===== config.mk =====
export PLATFORM = sky130hd
export DESIGN_NAME = ifetch_unit
export DESIGN_NICKNAME = d
export VERILOG_FILES = /design/src/rtl/ifetch_pkg.sv /design/src/rtl/fetch_fifo.sv /design/src/rtl/ifetch_unit.sv
export SDC_FILE = /design/constraint.sdc
export NUM_CORES = 1
export LEC_CHECK = 0
export BUFFER_PORTS_ARGS = -buffer_cell sky130_fd_sc_hd__buf_2
export CORE_MARGIN = 4
export CORE_UTILIZATION = 41
export DETAILED_ROUTE_END_ITERATION = 8
export PLACE_DENSITY_LB_ADDON = 0.05
export SETUP_SLACK_MARGIN = 0.5
export SKIP_CTS_REPAIR_TIMING = 1
export SLEW_MARGIN = 20
export SYNTH_ARGS = -nofsm -noshare
export SYNTH_HDL_FRONTEND = slang
export SYNTH_SLANG_ARGS = --single-unit

===== constraint.sdc =====
create_clock -name CLK -period 5.3 [get_ports CLK]
set_input_delay 0.265 -clock CLK [delete_from_list [all_inputs] [get_ports CLK]]
set_output_delay 0.265 -clock CLK [all_outputs]
set_load 0.01 [all_outputs]

===== src/rtl/ifetch_pkg.sv =====
// rtl/ifetch_pkg.sv - shared types and constants for the instruction fetch front-end
package ifetch_pkg;

  localparam logic [31:0] RESET_PC_DEF = 32'h0000_0000;

  typedef enum logic [1:0] {
    BOOT  = 2'd0,
    RUN   = 2'd1,
    FLUSH = 2'd2
  } fetch_state_t;

  typedef struct packed {
    logic [31:0] pc;
    logic [31:0] instr;
  } fetch_entry_t;

endpackage


===== src/rtl/fetch_fifo.sv =====
// rtl/fetch_fifo.sv - show-ahead prefetch queue of {pc, instr} entries; flush beats push
module fetch_fifo
  import ifetch_pkg::*;
#(
  parameter int DEPTH = 4
) (
  input  logic                     CLK,
  input  logic                     RESET_N,
  input  logic                     push,
  input  fetch_entry_t             push_data,
  input  logic                     pop,
  input  logic                     flush,
  output fetch_entry_t             head,
  output logic                     full,
  output logic                     empty,
  output logic [$clog2(DEPTH):0]   count
);

  localparam int AW = $clog2(DEPTH);
  localparam int CW = AW + 1;

  fetch_entry_t  mem_q [DEPTH];
  fetch_entry_t  mem_d [DEPTH];
  logic [AW-1:0] wr_ptr_q, wr_ptr_d;
  logic [AW-1:0] rd_ptr_q, rd_ptr_d;
  logic [CW-1:0] count_q, count_d;
  logic          do_push, do_pop;

  always_comb begin
    do_push  = push && !flush;
    do_pop   = pop && (count_q != '0) && !flush;
    mem_d    = mem_q;
    wr_ptr_d = wr_ptr_q;
    rd_ptr_d = rd_ptr_q;
    count_d  = count_q;
    if (flush) begin
      wr_ptr_d = '0;
      rd_ptr_d = '0;
      count_d  = '0;
    end else begin
      if (do_push) begin
        mem_d[wr_ptr_q] = push_data;
        wr_ptr_d        = wr_ptr_q + AW'(1);
      end
      if (do_pop) begin
        rd_ptr_d = rd_ptr_q + AW'(1);
      end
      count_d = count_q + CW'(do_push) - CW'(do_pop);
    end
  end

  always_ff @(posedge CLK or negedge RESET_N) begin
    if (!RESET_N) begin
      for (int i = 0; i < DEPTH; i++) begin
        mem_q[i] <= '0;
      end
      wr_ptr_q <= '0;
      rd_ptr_q <= '0;
      count_q  <= '0;
    end else begin
      mem_q    <= mem_d;
      wr_ptr_q <= wr_ptr_d;
      rd_ptr_q <= rd_ptr_d;
      count_q  <= count_d;
    end
  end

  assign head  = mem_q[rd_ptr_q];
  assign empty = (count_q == '0);
  assign full  = (count_q == CW'(DEPTH));
  assign count = count_q;

endmodule


===== src/rtl/ifetch_unit.sv =====
// rtl/ifetch_unit.sv - req/gnt/rvalid instruction fetch engine with prefetch queue feeding IF/ID
// Defining IFETCH_BYPASS_EN lets a response reach decode in its arrival cycle when the queue is empty.
module ifetch_unit
  import ifetch_pkg::*;
#(
  parameter int          DEPTH           = 4,
  parameter int          MAX_OUTSTANDING = 2,
  parameter logic [31:0] RESET_PC        = RESET_PC_DEF
) (
  input  logic        CLK,
  input  logic        RESET_N,
  output logic        imem_req,
  output logic [9:0]  imem_addr,
  input  logic        imem_gnt,
  input  logic        imem_rvalid,
  input  logic [31:0] imem_rdata,
  input  logic        redirect,
  input  logic [31:0] redirect_pc,
  output logic        if_valid,
  input  logic        if_ready,
  output logic [31:0] if_instr,
  output logic [31:0] if_pc
);

  localparam int            CW      = $clog2(DEPTH) + 1;
  localparam logic [CW:0]   DEPTH_W = (CW + 1)'(DEPTH);
  localparam logic [CW-1:0] MAX_W   = CW'(MAX_OUTSTANDING);

  fetch_state_t  state_q, state_d;
  logic [31:0]   fpc_q, fpc_d;
  logic [31:0]   rpc_q, rpc_d;
  logic [CW-1:0] outstanding_q, outstanding_d;
  logic [CW-1:0] discard_q, discard_d;
  logic [CW-1:0] discard_redirect;
  logic [CW-1:0] fifo_count;
  logic [31:0]   target;
  logic          grant, accept, bypass;
  logic          fifo_push, fifo_pop, fifo_empty, fifo_full;
  fetch_entry_t  fifo_head, push_entry;

  assign target           = redirect_pc & 32'hFFFF_FFFC;
  assign grant            = imem_req && imem_gnt;
  // A response landing in a redirect cycle belongs to the squashed stream.
  assign accept           = imem_rvalid && (discard_q == '0) && !redirect;
  assign discard_redirect = outstanding_q - CW'(imem_rvalid);
  assign imem_addr        = fpc_q[11:2];
  assign push_entry       = {rpc_q, imem_rdata};

`ifdef IFETCH_BYPASS_EN
  assign bypass = accept && fifo_empty && if_ready;
`else
  assign bypass = 1'b0;
`endif

  assign fifo_push = accept && !bypass;
  assign fifo_pop  = !fifo_empty && if_ready;

  fetch_fifo #(.DEPTH(DEPTH)) u_fifo (
    .CLK       (CLK),
    .RESET_N   (RESET_N),
    .push      (fifo_push),
    .push_data (push_entry),
    .pop       (fifo_pop),
    .flush     (redirect),
    .head      (fifo_head),
    .full      (fifo_full),
    .empty     (fifo_empty),
    .count     (fifo_count)
  );

  always_ff @(posedge CLK or negedge RESET_N) begin
    if (!RESET_N) begin
      state_q <= BOOT;
    end else begin
      state_q <= state_d;
    end
  end

  always_comb begin
    state_d = state_q;
    if (redirect) begin
      state_d = (discard_redirect != '0) ? FLUSH : RUN;
    end else begin
      case (state_q)
        BOOT:    state_d = RUN;
        RUN:     state_d = RUN;
        FLUSH:   state_d = (discard_q == '0) ? RUN : FLUSH;
        default: state_d = BOOT;
      endcase
    end
  end

  // Credit rule: queued plus in-flight entries never exceed the queue depth.
  always_comb begin
    imem_req = 1'b0;
    if ((state_q == RUN) && !redirect && (outstanding_q < MAX_W) &&
        (({1'b0, outstanding_q} + {1'b0, fifo_count}) < DEPTH_W)) begin
      imem_req = 1'b1;
    end
  end

  always_comb begin
    fpc_d         = fpc_q;
    rpc_d         = rpc_q;
    discard_d     = discard_q;
    outstanding_d = outstanding_q + CW'(grant) - CW'(imem_rvalid);
    if (redirect) begin
      fpc_d     = target;
      rpc_d     = target;
      discard_d = discard_redirect;
    end else begin
      if (grant) begin
        fpc_d = fpc_q + 32'd4;
      end
      if (accept) begin
        rpc_d = rpc_q + 32'd4;
      end
      if (imem_rvalid && (discard_q != '0)) begin
        discard_d = discard_q - CW'(1);
      end
    end
  end

  always_ff @(posedge CLK or negedge RESET_N) begin
    if (!RESET_N) begin
      fpc_q         <= RESET_PC;
      rpc_q         <= RESET_PC;
      outstanding_q <= '0;
      discard_q     <= '0;
    end else begin
      fpc_q         <= fpc_d;
      rpc_q         <= rpc_d;
      outstanding_q <= outstanding_d;
      discard_q     <= discard_d;
    end
  end

  always_comb begin
    if_valid = 1'b0;
    if_instr = 32'h0;
    if_pc    = 32'h0;
    if (bypass) begin
      if_valid = 1'b1;
      if_instr = imem_rdata;
      if_pc    = rpc_q;
    end else if (!fifo_empty) begin
      if_valid = 1'b1;
      if_instr = fifo_head.instr;
      if_pc    = fifo_head.pc;
    end
  end

  assert property (@(posedge CLK) disable iff (!RESET_N) !(fifo_push && fifo_full));

endmodule

==> impl_results.md <==
* Layout Area Growth over Synthesis at 16.50%
* Endpoints failing setup at 0
* WP data arrival at 3.97 ns
* Number of enable flip-flop cells after synthesis at 0
* Sum of negative setup slack at 0 ns
* Outcome: finished with violations
* Rows at 68
* Fin. max-slew vios at 0
* Most common cell after layout, fill and taps aside: dfrtp_1
* Main synth FF type: dfrtp_1
* Initial Util at 41.56%
* Final hold vios at 1
* Full die area at 37980 µm²
* Wire length per cell at 19.89 µm
* Nature of the critical path endpoint: flop
* GRT Total Usage at 17.30%
* Worst-path clk slew at 0.06 ns
* Ant. Diodes at 0
* Worst setup SP type: flop
* Via-to-Cell Ratio at 5.357
* VDD IR max at 0.2237 mV
* Crit path buf inv count at 2
* Cell family contributing the most delay on the critical path: simple AND/OR/NAND/NOR gates
* Worst Path Required at 5.69 ns
* Critical-path cell list: inv_1 > ha_1 > nand3b_1 > nor2_1 > nand2_4 > buf_4 > mux2_2
* Initial DRC Count at 353
* Die Y at 194.9 µm
* Min Tclk post-route at 3.579 ns
* Crit-path max FO at 52
* CTS Buf Count at 36
* Sink Count at 303
* Most frequent cells in the layout: dfrtp_1 (301), mux2_2 (254), buf_2 (140)
* Slowest stage delay, CP at 0.88 ns
* Clock Path Buffers at 3
* Gp weighted congestion at 0.7470
* Drt pass-1 iters at 4
* Initial antenna violation count at 0
* # IOs at 146
* Gate Count Post-Synth at 1036
* CP Launch Point: discard_q[0]
* Die width at 194.9 µm
* Largest net degree at the start of global routing at 128
* Final wirelength at 32560 µm
* Rel. slew slack at 25.40%
* Reg-to-reg setup timing slack at 1.72 ns
* Drt drc at 0
* Post-synth ARST share at 100.0%
* Yosys top cell by area: dfrtp_1
* Slew at the pin closest to its max-slew limit at 1.119 ns
* Final period util at 67.52%
* R2R cell count at 7
* Maxcap violations at 0
* Layout cell share with drive strength beyond 1 at 45.60%
* Fin Clk Skew at 0.01692 ns
* Worst-Skew Late Latency at 0.51 ns
* Global route overflow at 0
* CTS tree: built
* Mean Syn Cell Area at 13.82 µm²
* CP Capture Point: u_fifo.mem_q[219]
* IO buf count at 141
* Final instance area at 16680 µm²
* Fmax at 279.4 MHz
* Final #Nets at 1245
* HPWL Detailed at 19170 µm
* R2R Path Start: discard_q[0]
* Failing checks: negative hold slack
* Remaining antenna violation count after routing at 0
* Footprint of the multi-input gates at 6395 µm²
* Fin Hold WS at -0.01755 ns
* Stages on the worst setup path at 7
* Core Area at 34460 µm²
* Storage cell area at 7590 µm²
* Final Util at 48.42%
* Via count at 8770
* Hold Crit Class: in -> reg
* First-pass GRT wire length at 53070 µm
* Netlist cell types at 49
* Hold Crit Start: redirect_pc[13]
* Synthesized cell area at 14320 µm²
* Flops & latches, synth at 303
* Register area share after synthesis at 52.94%
* Synth top area share at 52.94%
* Post-DP Area at 15430 µm²
* Leak at 7.963 nW
* Unrepaired setup endpoints after global routing: false
* Fill cells at 3141
* Crit-path slowest cell: nor2_1
* H-tree levels at 2
* Critical setup path kind: reg -> reg
* Vias in the first global route at 9234
* Pwr dens at 453.5 nW/µm²
* Ranking of synthesized cells by area: dfrtp_1 (53%), mux2_2 (20%), mux4_2 (9.8%), and2_1 (2.8%), ha_1 (1.5%)
* Reg-to-reg critical path endpoint: u_fifo.mem_q[219]
* YS warnings at 0
* CTS root buf: clkbuf_16
## through the flow
stage / worst slack (ns) / hold WS, ns / total power, mW / std cells
finish: 1.721 / -0.01755 / 7.567 / 1637
global route: 1.404 / 0.003691 / 8.042 / 1637
CTS: 1.751 / -0.1225 / 7.724 / 1634
detailed placement: 1.779 / 0.4293 / 5.164 / 1570
global placement: 1.803 / 0.4371 / 5.133 / 1570
floorplan: 2.969 / -0.03059 / 4.481 / 1037
## worst min path at each step
stage / cells after the start / endpoint
2_1_floorplan: 0 / discard_q[0]
3_3_place_gp: 1 / u_fifo.mem_q[141]
3_5_place_dp: 1 / u_fifo.mem_q[141]
4_1_cts: 1 / u_fifo.mem_q[79]
5_1_grt: 2 / rpc_q[4]
6_report: 3 / rpc_q[13]
## registers in the layout, indices dropped and copies added, names as in the netlist
register         cells
u_fifo.wr_ptr_q      2
state_q              2
u_fifo.rd_ptr_q      2
fpc_q               10
discard_q            3
u_fifo.count         3
rpc_q               30
outstanding_q        3
u_fifo.mem_q       248
## synthesized netlist by cell type, types with 4 or more instances
| library cell | number |
|---|---|
| dfrtp_1 | 303 |
| mux2_2 | 254 |
| and2_1 | 64 |
| mux4_2 | 62 |
| clkbuf_1 | 44 |
| nor2_1 | 36 |
| nand2_1 | 31 |
| a31oi_1 | 20 |
| inv_1 | 20 |
| or4_1 | 18 |
| ha_1 | 17 |
| nand3_1 | 17 |
| xnor2_1 | 16 |
| buf_2 | 14 |
| o31ai_1 | 13 |
| buf_1 | 10 |
| or3_1 | 10 |
| nand4_1 | 8 |
| o21ai_1 | 8 |
| nor3_1 | 7 |
| a21oi_1 | 6 |
| o21ai_0 | 6 |
| and3_1 | 5 |
| xor2_1 | 5 |
| mux2i_1 | 4 |
| o211ai_1 | 4 |
## worst min-delay path: stages
cell	delay (ns)
buf_2	0.07
nand2_1	0.04
o21ai_1	0.06
## kinds of logic after synthesis
family                   synth area share (%)
AO/OA/AOI/OAI                           2.866
XOR/XNOR                                1.284
adder cells (fa/ha/maj)                 1.765
buffers and inverters                   2.708
flip-flops                              52.94
multiplexers                            30.00
other                                 0.02618
AND/OR/NAND/NOR                         8.405
## final cells by class
type	count	area share, %
flip-flops and latches	303	45.49
multi-input cells	640	38.33
clock inverters	10	0.6524
clock buffers	54	6.652
inverters	21	0.4724
repair buffers	154	4.994
well taps	455	3.412
## where the power goes
group	switching [mW]	leakage (nW)	internal, mW
sequential	0.352	3.99	2.77
clock	0.960	0.606	1.54
combinational	0.833	3.37	1.10
## metal layers
layer  share of wire [%]  global-route usage, %  up-vias
met2                  46                  27.47      143
li1                    -                      -     4032
met4                 1.7                  3.517        0
met1                  48                  25.20     4557
met5                   0                      0        -
met3                 3.9                  3.172       38
Note: power is estimated with default switching activity, not from simulation.
